<file path="src/rtl/preg_free_list_pkg.sv">
// rtl/preg_free_list_pkg.sv - shared widths and constants for the physical register free list
package preg_free_list_pkg;
  localparam int NUM_PREG = 64;
  localparam int PREG_W   = 6;
  localparam int FL_DEPTH = 32;
  localparam int CNT_W    = 6;
  localparam int PTR_W    = 5;

  // p0 is the hard-wired x0 mapping and never re-enters the free list
  localparam logic [PREG_W-1:0] X0_PREG = '0;
endpackage

</file>
<file path="src/rtl/preg_free_list_lsb_pick64.sv">
// rtl/preg_free_list_lsb_pick64.sv - lowest-set-bit encoder over a 64-bit vector
module lsb_pick64
  import preg_free_list_pkg::*;
(
  input  logic [NUM_PREG-1:0] vec_i,
  output logic                found_o,
  output logic [PREG_W-1:0]   idx_o
);

  always_comb begin
    found_o = |vec_i;
    idx_o   = '0;
    // Scan high to low so the lowest set bit is the last one written
    for (int i = NUM_PREG - 1; i >= 0; i--) begin
      if (vec_i[i]) idx_o = PREG_W'(i);
    end
  end

endmodule

</file>
<file path="src/rtl/preg_free_list.sv">
// rtl/preg_free_list.sv - circular free list of physical registers with retire-mask drain
module preg_free_list
  import preg_free_list_pkg::*;
(
  input  logic                clk,
  input  logic                rstn,
  input  logic                alloc_req,
  output logic                alloc_valid,
  output logic [PREG_W-1:0]   alloc_preg,
  output logic                stall,
  input  logic [NUM_PREG-1:0] retire_mask,
  output logic                free_busy,
  output logic [CNT_W-1:0]    free_count,
  output logic                err_double_free,
  output logic                err_overflow
);

  logic [PREG_W-1:0]   fl_q [FL_DEPTH];
  logic [PTR_W-1:0]    head_q, tail_q;
  logic [CNT_W-1:0]    count_q;
  logic [NUM_PREG-1:0] pend_q, pend_d;
  logic                err_dfree_q, err_ovf_q;

  logic                drain_found;
  logic [PREG_W-1:0]   drain_idx;
  logic [NUM_PREG-1:0] drain_bit;
  logic [NUM_PREG-1:0] retire_clean;
  logic                pop, push, full, ovf_ev, dfree_ev;

  lsb_pick64 u_pick (
    .vec_i   (pend_q),
    .found_o (drain_found),
    .idx_o   (drain_idx)
  );

  assign alloc_valid     = (count_q != '0);
  assign stall           = (count_q == '0);
  assign alloc_preg      = fl_q[head_q];
  assign free_busy       = |pend_q;
  assign free_count      = count_q;
  assign err_double_free = err_dfree_q;
  assign err_overflow    = err_ovf_q;

  always_comb begin
    retire_clean          = retire_mask;
    retire_clean[X0_PREG] = 1'b0;
    drain_bit             = drain_found ? (NUM_PREG'(1) << drain_idx) : '0;
    pop                   = alloc_req && alloc_valid;
    full                  = (count_q == CNT_W'(FL_DEPTH));
    // A full list can still accept a push when the head leaves in the same cycle
    push                  = drain_found && (!full || pop);
    ovf_ev                = drain_found && full && !pop;
    dfree_ev              = |(retire_clean & pend_q);
    pend_d                = (pend_q & ~drain_bit) | retire_clean;
  end

  always_ff @(posedge clk or negedge rstn) begin
    if (!rstn) begin
      for (int i = 0; i < FL_DEPTH; i++) fl_q[i] <= PREG_W'(FL_DEPTH + i);
      head_q      <= '0;
      tail_q      <= '0;
      count_q     <= CNT_W'(FL_DEPTH);
      pend_q      <= '0;
      err_dfree_q <= 1'b0;
      err_ovf_q   <= 1'b0;
    end else begin
      pend_q <= pend_d;
      if (pop) head_q <= head_q + PTR_W'(1);
      if (push) begin
        fl_q[tail_q] <= drain_idx;
        tail_q       <= tail_q + PTR_W'(1);
      end
      case ({push, pop})
        2'b10:   count_q <= count_q + CNT_W'(1);
        2'b01:   count_q <= count_q - CNT_W'(1);
        default: count_q <= count_q;
      endcase
      if (dfree_ev) err_dfree_q <= 1'b1;
      if (ovf_ev)   err_ovf_q   <= 1'b1;
    end
  end

endmodule

</file>
<file path="config.mk">
export PLATFORM = sky130hd
export DESIGN_NAME = preg_free_list
export DESIGN_NICKNAME = d
export VERILOG_FILES = /design/src/rtl/preg_free_list_pkg.sv /design/src/rtl/preg_free_list_lsb_pick64.sv /design/src/rtl/preg_free_list.sv
export SDC_FILE = /design/constraint.sdc
export NUM_CORES = 1
export LEC_CHECK = 0
export BUFFER_PORTS_ARGS = -buffer_cell sky130_fd_sc_hd__clkbuf_2
export CORE_ASPECT_RATIO = 1.75
export CORE_MARGIN = 5
export CORE_UTILIZATION = 40
export DETAILED_ROUTE_END_ITERATION = 10
export SYNTH_ARGS = -nofsm -noshare
export SYNTH_HDL_FRONTEND = slang
export SYNTH_HIERARCHICAL = 1
export SYNTH_SLANG_ARGS = --single-unit
</file>
<file path="constraint.sdc">
create_clock -name clk -period 9.2 [get_ports clk]
set_input_delay 0.92 -clock clk [delete_from_list [all_inputs] [get_ports clk]]
set_output_delay 0.92 -clock clk [all_outputs]
set_load 0.01 [all_outputs]
</file>
==> impl_results.md <==
- Crit path cell chain: nor4_1 -> nand3_1 -> nand3b_1 -> inv_1 -> a31oi_4 -> buf_4 -> inv_1 -> ha_1 -> ha_1 -> nor4bb_1 -> or3_1 -> or3b_1 -> xnor2_1
- LEAKAGE: roughly 6.5 nW
- Most frequent cells in the layout: dfrtp_1 (159), mux2_2 (152), dfstp_2 (113), clkbuf_2 (81), nand2_1 (62)
- TritonCTS clock tree: built
- Global placer's final weighted congestion: between 0.9 and 1
- Max-cap violation count: 0
- Sink Count: roughly 270
- RSZ-0062 raised after global routing: no
- P per Cell Area: roughly 240 nW/um2
- Worst EP required: 9.68 ns
- Vias/cell: between 5 and 6
- Initial antenna violation count: 0
- Outcome: completed
- Crit share post-route: 0.521
- Cell area after synthesis: 14300 um2
- Filler cells: 3246
- Via Count: approximately 9500
- Vias in the first global route: 10300
- Root Buffer: clkbuf_16
- Post-DRT Antenna Nets: 0
- Syn_area_per_cell: 13.0 um2
- R2r worst-path depth: 13
- Starting density of the core: 0.405
- Post-synth EDFFs: 0
- Hold Fails Final Rpt: 0
- Placed cell count: 1602
- Place WS: ~4.5 ns
- Synthesis Warnings: 6
- Main synth FF type: dfrtp_1
- Number of gates resized after CTS: 0
- Syn nets: 1181
- Worst slew pin tran: roughly 1.2 ns
- # Post-CTS Setup Buffers: 0
- Hold Buf Count CTS: 0
- First-pass GRT wire length: 64000 um
- Clk pin slew, worst setup/hold paths: 0.06 ns
- DR pass1 iterations: 7
- Port bufs: around 80
- CP peak stage delay: 0.77 ns
- Number of remaining DRC errors: 0
- Hold Path Class: input port to async pin
- Crit Path Max Fanout: 39
- CTS buffer count: 28
- H-tree levels: 1
- Maximum VDD drop: 0.128 mV
- # setup viols final: 0
- DP HPWL: 30000 um
- Skew-Pair Late Insertion Delay: approximately 0.55 ns
- Number of buffer and inverter stages on the critical path: 3
- Setup ws final: 4.41 ns
- Worst EP arrival: 5.28 ns
- Fmax: ~210 MHz
- Minimum clock period: between 4 and 5 ns
- # rows: 91
- Layout cell share with drive strength beyond 1: 0.427
- Gr usage total: 0.209
- Gr ovfl total: 0
- Post-synthesis async set-or-reset flop share: 1.00
- Number of synthesized register bits: between 200 and 300
- Area post-placement: about 15000 um2
- Die height: 260 um
- Core ar.: about 35000 um2
- Largest net degree at the start of global routing: 166
- Non-Filler Instances: 1654
- Setup Crit Path Kind: register to register
- Leading cell type in the layout, fill and taps excluded: dfrtp_1
- CP Depth: 13
- # diodes: 0
- Ranking of synthesized cells by area: dfrtp_1 (28%), dfstp_2 (21%), mux2_2 (12%)
- Final wirelength: roughly 40000 um
- Post-synth top area cell: dfrtp_1
- Drt wl/cell: between 20 and 25 um
- Crit path capture type: register
- CP Launch Type: register
- Area share of the largest cell type after synthesis: 0.282
- Count of final max-slew check failures: 0
- I/O Pins: 84
- Setup Total Neg Slack: 0 ns
- Worst Skew: approximately 0.012 ns
- Die area: around 40000 um2
- Mapped Cells: 1103
- Family with the most delay on the worst path: simple AND/OR/NAND/NOR gates
- Iteration-0 DRC Markers: 492
- Finished Cell Area: 16100 um2
- Crit-path slowest cell: nor4_1
- NumNets Final: 1245
- Layout area overhead: 12.7%
- Register area share after synthesis: 0.490
- Die width: 153 um
- Unique masters post-synth: 76
- CTS max path bufs: 3
- Slew HR: 0.195
-- flip-flops by register name, summed over array words and instances, names as in the netlist --
register and flops:
fl_q 192, free_count 6, err_double_free 1, err_overflow 1
tail_q 5, pend_q 64, head_q 5
-- path summary, 6_finish.rpt --
| check | end | slack, ns | startpoint |
|---|---|---|---|
| hold reg to reg | head_q[0] | 0.46 | head_q[0] |
| hold / removal | fl_q[183] | 0.39 | rstn |
| setup / recovery | free_count[5] | 4.41 | pend_q[6] |
| min in group clk | head_q[0] | 0.46 | head_q[0] |
| setup reg to reg | free_count[5] | 4.41 | pend_q[6] |
| max in group asynchronous | head_q[0] | 7.35 | rstn |
-- power breakdown --
group | internal [mW] | total (mW) | switching (mW)
clock network | 0.713 | 1.20 | 0.487
logic | 0.504 | 1.08 | 0.575
registers | 1.43 | 1.61 | 0.178
-- cells by family after synthesis --
group | share of synthesized area
buffers and inverters | 0.0268
and+or+nand+nor | 0.129
xor gates and xnor gates | 0.00797
DFF | 0.490
adders and majority gates | 0.0102
muxes | 0.237
AOI/OAI and AO/OA | 0.0995
-- synth_stat cells (6+ instances only) --
library cell	n
mux4_1	9
a22o_1	19
a21o_1	45
dfrtp_1	161
mux2_1	12
o21ai_0	32
nand2_1	62
nand4_1	12
inv_1	18
mux2_2	152
a221oi_1	14
o22ai_1	6
xnor2_1	10
nand3_1	17
clkbuf_1	32
mux2i_1	24
nor2_1	26
dfstp_2	113
o221ai_1	6
mux2_4	30
ha_1	10
nand2b_1	29
a211oi_1	15
nor2b_1	6
nand3_4	20
buf_2	16
nor3_1	19
a21oi_1	19
nor4_1	34
a22oi_1	11
mux4_2	27
-- per-stage QoR --
stage | utilization | hold slack (ns) | power, mW
after floorplan | - | 0.464 | 2.42
final | 0.456 | 0.394 | 3.89
after global routing | 0.456 | 0.467 | 4.09
after detailed placement | 0.429 | 0.453 | 2.73
after global placement | 0.429 | 0.450 | 2.70
after CTS | 0.456 | 0.431 | 3.95
-- layer usage --
| layer | part of all wire | GRT usage | routed length (um) | vias up |
|---|---|---|---|---|
| met5 | 0 | 0 | 0 | - |
| met4 | 0.063 | 0.118 | 2570 | 0 |
| met3 | 0.034 | 0.0225 | 1370 | 96 |
| met2 | 0.55 | 0.397 | 22600 | 243 |
| met1 | 0.35 | 0.221 | 14400 | 4844 |
| li1 | - | - | - | 4326 |
-- layout make-up --
class / instances / area (um2) / area share
inverter: 18 / 67.6 / 0.00419
sequential: 274 / 7000 / 0.435
timing repair buffer: 92 / 508 / 0.0315
clock inverter: 9 / 131 / 0.00815
clock buffer: 43 / 838 / 0.0520
tap: 465 / 582 / 0.0361
multi-input combinational: 753 / 6980 / 0.433
Note: power is estimated with default switching activity, not from simulation.
